==> src/rtl/instr_fetch_unit_if.sv <==
// Fetch-unit bus bundle: instruction-memory read port plus the decoder-side
// valid/ready instruction stream and jump feedback.
interface instr_fetch_unit_if;
  logic        imem_req;
  logic [31:0] imem_addr;
  logic        imem_ack;
  logic [31:0] imem_rdata;
  logic [31:0] instruction;
  logic [31:0] instr_pc;
  logic        instr_valid;
  logic        instr_ready;
  logic        jump_en;
  logic [31:0] jump_addr;

  modport master (
    output imem_req, imem_addr, instruction, instr_pc, instr_valid,
    input  imem_ack, imem_rdata, instr_ready, jump_en, jump_addr
  );

  modport slave (
    input  imem_req, imem_addr, instruction, instr_pc, instr_valid,
    output imem_ack, imem_rdata, instr_ready, jump_en, jump_addr
  );
endinterface

==> src/rtl/instr_fetch_unit.sv <==
// Instruction fetch sequencer: PC ownership, 2-entry prefetch queue, jump redirect/flush.
// Optional macro FETCH_PERF_CNT_EN adds a delivered-instruction counter output.
module instr_fetch_unit #(
  parameter logic [31:0] RESET_PC = 32'h0000_0000
) (
  input  logic                   clk,
  input  logic                   rst,
  instr_fetch_unit_if.master     bus
`ifdef FETCH_PERF_CNT_EN
  ,
  output logic [31:0]            perf_instr_cnt
`endif
);

  typedef enum logic {RUN, DRAIN} state_t;

  state_t      state_reg;
  logic [31:0] fetch_pc_reg;
  logic [31:0] redirect_pc_reg;
  logic [1:0]  count_reg;
  logic        req_reg;
  logic [31:0] q_instr_reg [2];
  logic [31:0] q_pc_reg    [2];

  logic        pop;
  logic        push;
  logic        jump;
  logic        wr_idx;
  logic [31:0] target;
  logic [1:0]  count_next;

  assign bus.imem_req    = req_reg;
  assign bus.imem_addr   = fetch_pc_reg;
  assign bus.instruction = q_instr_reg[0];
  assign bus.instr_pc    = q_pc_reg[0];
  assign bus.instr_valid = (count_reg != 2'd0);

  always_comb begin
    pop        = bus.instr_valid & bus.instr_ready;
    push       = (state_reg == RUN) & req_reg & bus.imem_ack;
    jump       = pop & bus.jump_en;
    target     = q_pc_reg[0] + 32'd1 + bus.jump_addr;
    // A push only happens below capacity, so with a pop the slot is always 0
    wr_idx     = pop ? 1'b0 : count_reg[0];
    count_next = count_reg;
    case ({push, pop})
      2'b10:   count_next = count_reg + 2'd1;
      2'b01:   count_next = count_reg - 2'd1;
      default: count_next = count_reg;
    endcase
  end

  // Queue storage needs no reset: count_reg alone decides what is live
  always_ff @(posedge clk) begin
    if (pop) begin
      q_instr_reg[0] <= q_instr_reg[1];
      q_pc_reg[0]    <= q_pc_reg[1];
    end
    if (push) begin
      q_instr_reg[wr_idx] <= bus.imem_rdata;
      q_pc_reg[wr_idx]    <= fetch_pc_reg;
    end
  end

  always_ff @(posedge clk) begin
    if (rst) begin
      state_reg       <= RUN;
      fetch_pc_reg    <= RESET_PC;
      redirect_pc_reg <= RESET_PC;
      count_reg       <= 2'd0;
      req_reg         <= 1'b0;
    end else begin
      case (state_reg)
        RUN: begin
          if (jump) begin
            count_reg <= 2'd0;
            req_reg   <= 1'b1;
            // An unanswered request must complete before the target can be issued
            if (req_reg && !bus.imem_ack) begin
              redirect_pc_reg <= target;
              state_reg       <= DRAIN;
            end else begin
              fetch_pc_reg <= target;
            end
          end else begin
            count_reg <= count_next;
            req_reg   <= (count_next != 2'd2);
            if (push) begin
              fetch_pc_reg <= fetch_pc_reg + 32'd1;
            end
          end
        end
        DRAIN: begin
          req_reg <= 1'b1;
          if (bus.imem_ack) begin
            fetch_pc_reg <= redirect_pc_reg;
            state_reg    <= RUN;
          end
        end
        default: state_reg <= RUN;
      endcase
    end
  end

`ifdef FETCH_PERF_CNT_EN
  logic [31:0] perf_cnt_reg;

  always_ff @(posedge clk) begin
    if (rst) begin
      perf_cnt_reg <= 32'd0;
    end else if (pop) begin
      perf_cnt_reg <= perf_cnt_reg + 32'd1;
    end
  end

  assign perf_instr_cnt = perf_cnt_reg;
`endif

endmodule

==> src/flat_wrapper.sv <==
// flat-port wrapper written by rule: the top's interface ports become plain ports
module instr_fetch_unit_flat 
#(
  parameter logic [31:0] RESET_PC = 32'h0000_0000
)
  (clk, rst, bus_imem_req, bus_imem_addr, bus_instruction, bus_instr_pc, bus_instr_valid, bus_imem_ack, bus_imem_rdata, bus_instr_ready, bus_jump_en, bus_jump_addr);
  instr_fetch_unit_if bus_i ();
  input  logic clk;
  input  logic rst;
  output wire logic [$bits(bus_i.imem_req)-1:0] bus_imem_req;
  output wire logic [$bits(bus_i.imem_addr)-1:0] bus_imem_addr;
  output wire logic [$bits(bus_i.instruction)-1:0] bus_instruction;
  output wire logic [$bits(bus_i.instr_pc)-1:0] bus_instr_pc;
  output wire logic [$bits(bus_i.instr_valid)-1:0] bus_instr_valid;
  input wire logic [$bits(bus_i.imem_ack)-1:0] bus_imem_ack;
  input wire logic [$bits(bus_i.imem_rdata)-1:0] bus_imem_rdata;
  input wire logic [$bits(bus_i.instr_ready)-1:0] bus_instr_ready;
  input wire logic [$bits(bus_i.jump_en)-1:0] bus_jump_en;
  input wire logic [$bits(bus_i.jump_addr)-1:0] bus_jump_addr;
  assign bus_imem_req = bus_i.imem_req;
  assign bus_imem_addr = bus_i.imem_addr;
  assign bus_instruction = bus_i.instruction;
  assign bus_instr_pc = bus_i.instr_pc;
  assign bus_instr_valid = bus_i.instr_valid;
  assign bus_i.imem_ack = bus_imem_ack;
  assign bus_i.imem_rdata = bus_imem_rdata;
  assign bus_i.instr_ready = bus_instr_ready;
  assign bus_i.jump_en = bus_jump_en;
  assign bus_i.jump_addr = bus_jump_addr;
  instr_fetch_unit #(.RESET_PC(RESET_PC)) u_core (.clk(clk), .rst(rst), .bus(bus_i));
endmodule
==> config.mk <==
export PLATFORM = sky130hd
export DESIGN_NAME = instr_fetch_unit_flat
export DESIGN_NICKNAME = d
export VERILOG_FILES = /design/src/rtl/instr_fetch_unit_if.sv /design/src/rtl/instr_fetch_unit.sv /design/src/flat_wrapper.sv
export SDC_FILE = /design/constraint.sdc
export NUM_CORES = 1
export LEC_CHECK = 0
export ABC_AREA = 1
export BUFFER_PORTS_ARGS = -buffer_cell sky130_fd_sc_hd__buf_2
export CAP_MARGIN = 25
export CORE_MARGIN = 1.5
export CORE_UTILIZATION = 43
export DETAILED_ROUTE_END_ITERATION = 7
export PLACE_DENSITY = 0.66
export SLEW_MARGIN = 20
export SYNTH_ARGS = -nofsm -noshare
export SYNTH_HDL_FRONTEND = slang
export SYNTH_SLANG_ARGS = --single-unit
==> constraint.sdc <==
create_clock -name clk -period 4.05 [get_ports clk]
set_input_delay 0.6075 -clock clk [delete_from_list [all_inputs] [get_ports clk]]
set_output_delay 0.6075 -clock clk [all_outputs]
set_load 0.02 [all_outputs]
==> results <==
- The headroom to the max-slew limit is 0.458.
- The CTS tree is yes.
- Setup slack on the critical path of the routed design comes to 1.38 ns.
- Of all nets on the critical path, the largest fanout is 38.
- The number of endpoints failing setup at the final stage is 0.
- Total power for the finished layout comes to 0.00716 W.
- The via count of the first global-routing pass was 8877.
- Counting along the longest clock path gives a buffer depth of 2.
- The smallest clock period supported by the final layout is computed as 2.67 ns.
- The share of final-layout standard cells stronger than drive strength 1 is 0.183.
- The post-synthesis cell type with the largest combined area is edfxtp_1.
- The slowest cell on the critical path is dfxtp_1.
- The number of rows in the core area is 57.
- STA classifies the critical path endpoint as a flip-flop.
- The number of setup buffers added after CTS is 0.
- In this run, the number of DRC markers left after iteration 0 of detailed routing was 961.
- The post-detailed-route wirelength per cell is 17.1 um.
- The filler cell count is 2355.
- The launch point of the worst path is u_core.count_reg[0].
- The part of the power in registers is 0.387.
- Sorting the synthesized cells by how often they occur yields nand2_1 (380), inv_1 (181), edfxtp_1 (128).
- The detailed-routing iteration count for the pre-antenna-repair pass is 5.
- The placeable core region is 24500 um2.
- Across the routed clock network, the largest skew measured is 0.0184 ns.
- The most used flip-flop cell after synthesis is edfxtp_1.
- The die covers 26200 um2.
- In this run the clock root is driven by a clkbuf_16.
- The number of antenna violations at the first check in global routing is 0.
- The source of the worst hold timing path is bus_imem_rdata[28].
- The terminus of the critical flop-to-flop path is u_core.bus.imem_addr[28].
- Cell internal power was estimated by the tool at 0.00428 W.
- The most common cell in the synthesized netlist is nand2_1.
- The net count of the finished layout is 1591.
- The total via count after detailed routing is 9391.
- The tree built by TritonCTS fans out to 196 sinks.
- The die height is 162 um.
- The number of primary I/O pins is 167.
- The fraction of the yosys area taken by sequential cells is 0.479.
- The count of mapped cells out of synthesis is 1331.
- The mean number of vias per cell is 5.15.
- The number of hold violations in the final report came to 0.
- The layer flagged by global routing as most heavily used is met2.
- The number of antenna diodes in the final layout is 0.
- Hold repair after CTS inserted 0 buffers.
- Data arrives at the worst endpoint at 3.03 ns.
- The post-synthesis net count is 1434.
- The kind of critical path is reg2reg.
- The detailed-placement wirelength estimate is 23.1 mm.
- The worst slack after detailed placement is 1.26 ns.
- The slew at the pin closest to its max-slew limit is 0.811 ns.
- The beginning of the worst register-to-register path is u_core.count_reg[0].
- The global-route usage over all layers is 0.240.
- For the worst-skew pair, the clock arrives at the later sink with an insertion delay of 0.44 ns.
- The timing endpoint of the critical path is u_core.bus.imem_addr[28].
- After clock tree synthesis, the clock-pin slew on the worst setup and hold paths is 0.08 ns.
- The maximum number of pins on one net before global-route repair is 91.
- The combined area of all synthesized cells is 10900 um2.
- Data on the critical path is required at its endpoint by 4.41 ns.
- The flow ran to the end, and the final reports show no timing, DRC or antenna violations.
- The final sum of negative setup slack is 0 ns.
- The setup check on the worst reg-to-reg path leaves a slack of 1.38 ns.
- For met1 alone, demand over resource in global routing was 0.335.
- The CTS H-tree depth is 4.
- Routability-driven placement finished with a final weighted congestion of 0.955.
- The power spent charging and discharging nets is 0.00288 W.
- Setup repair after global routing left no endpoint under its margin.
- Post-CTS repair changed the size of 0 cells.
- The netlist uses 41 different library cells.
- Counting buffers and inverters, the worst setup path is 14 cells deep.
- The remaining routing DRC violations is 0.
- The worst setup path is launched from a flip-flop.
- The count of final max-slew check failures was 0.
- In the synthesized netlist the async set-or-reset flop fraction comes to 0.
- The worst-case IR drop observed on VDD is 0.263 mV.
- For this run, the slowest stage of the critical path takes 0.44 ns.
- The aggregate routed wire length is 31.3 mm.
- The initial core utilization is 0.443.
- By area the synthesized netlist is led by edfxtp_1 (35%), nand2_1 (13%), dfxtp_1 (13%).
- In the global route stage, met2 resource usage came out at 0.379.
- The worst-case reg-to-reg path depth is 14.
- The number of buffer and inverter stages on the critical path is 4.
- Yosys printed 0 warnings.
- The ratio of final minimum period to clock period is 0.659.
- Static timing analysis puts the maximum clock frequency at 375 MHz.
- After global routing the overflow that remains totals 0.
- The share of total power dissipated in the clock network is 0.256.
- The number of clock buffers added by TritonCTS is 17.
- The number of port buffers is 166.
- The switching power as a share of total power is 0.402.
- The number of flip-flops and latches in the synthesized netlist is 196.
- The leakage power figure is 5.71 nW.
- The count of flip-flops with a built-in enable after synthesis is 128.
- The first global-routing pass estimated 48.6 mm of wire.
- In the global route stage, met3 resource usage came out at 0.0455.
- The per-instance average area after synthesis is 8.16 um2.
- Final hold analysis gives a worst-case slack of 0.348 ns.
- The post-detailed-route count of antenna-violating nets is 0.
- The signal on the critical path passes through inv_2 > nand2_2 > nand2_4 > nor2_8 > inv_4 > nand2_4 > nor2_2 > nor2_8 > inv_2 > nor2_2 > nand2_1 > clkinv_1 > nand2_1 > a21oi_2.
- From synthesis to final layout, the design area changed by 16.7%.
- The max-cap violation count is 0.
- The classification of the worst-slack hold path is in2reg.
- The power per standard cell area is 564 nW/um2.
- The share of synthesized area in the top cell type comes to 0.354.
- The share of total power in combinational logic is 0.358.
- The kind of cell with the highest combined delay on the critical path is simple AND/OR/NAND/NOR gates.
- The die is 162 um wide.
[layer usage]
metal / vias to the layer above / wire length (um)
li1: 4696 / -
met1: 4280 / 14200
met3: 49 / 2200
met4: 0 / 628
met2: 366 / 14300
met5: - / 0
[cell families after synthesis]
| kind of cell | share of synthesized area |
|---|---|
| mux | 0.0404 |
| compound gates | 0.0979 |
| simple gates | 0.238 |
| fa+ha+maj | 0.0399 |
| xor+xnor | 0.0210 |
| buf+inv | 0.0839 |
| flops | 0.479 |
[through the flow]
stage	instance area (um2)	utilization	cells
5_1_grt	12700	0.517	1825
3_3_place_gp	12000	0.489	1792
2_1_floorplan	10900	-	1331
3_5_place_dp	12000	0.489	1792
6_report	12700	0.517	1825
4_1_cts	12700	0.516	1824
[how the worst min path moves through the flow]
stage	end	slack, ns	cells past startpoint
after floorplan	u_core.redirect_pc_reg[2]	0.42	2
after detailed placement	u_core.redirect_pc_reg[1]	0.45	2
after CTS	u_core.q_instr_reg[1][11]	0.34	1
after global placement	u_core.redirect_pc_reg[1]	0.44	2
after global routing	u_core.q_instr_reg[1][18]	0.33	1
final	u_core.q_instr_reg[1][28]	0.35	1
[power groups by stage]
stage	logic, W	clock network, W	registers (W)
after floorplan	0.00146	0	0.00301
after detailed placement	0.00253	0	0.00281
after global placement	0.00250	0	0.00281
final	0.00256	0.00183	0.00277
after CTS	0.00254	0.00186	0.00277
after global routing	0.00282	0.00194	0.00280
[layout make-up]
class	instances	area [um2]	share of cell area
clock buffers	17	425	0.0335
inverters	188	708	0.0558
well taps	324	405	0.0320
flip-flops and latches	196	5200	0.410
repair buffers	177	946	0.0746
multi-input cells	908	4760	0.376
clock inverters	15	228	0.0180
[cell usage in the layout, fill, tap and decap left out, drive strengths merged, types with 33 or more instances in the layout]
cell type    n
nand3       85
buf        177
a21oi       86
ha          33
dfxtp       68
o21ai       64
nor2       112
nand2      384
mux2        39
edfxtp     128
inv        192
(Power assumes the default switching activity.)
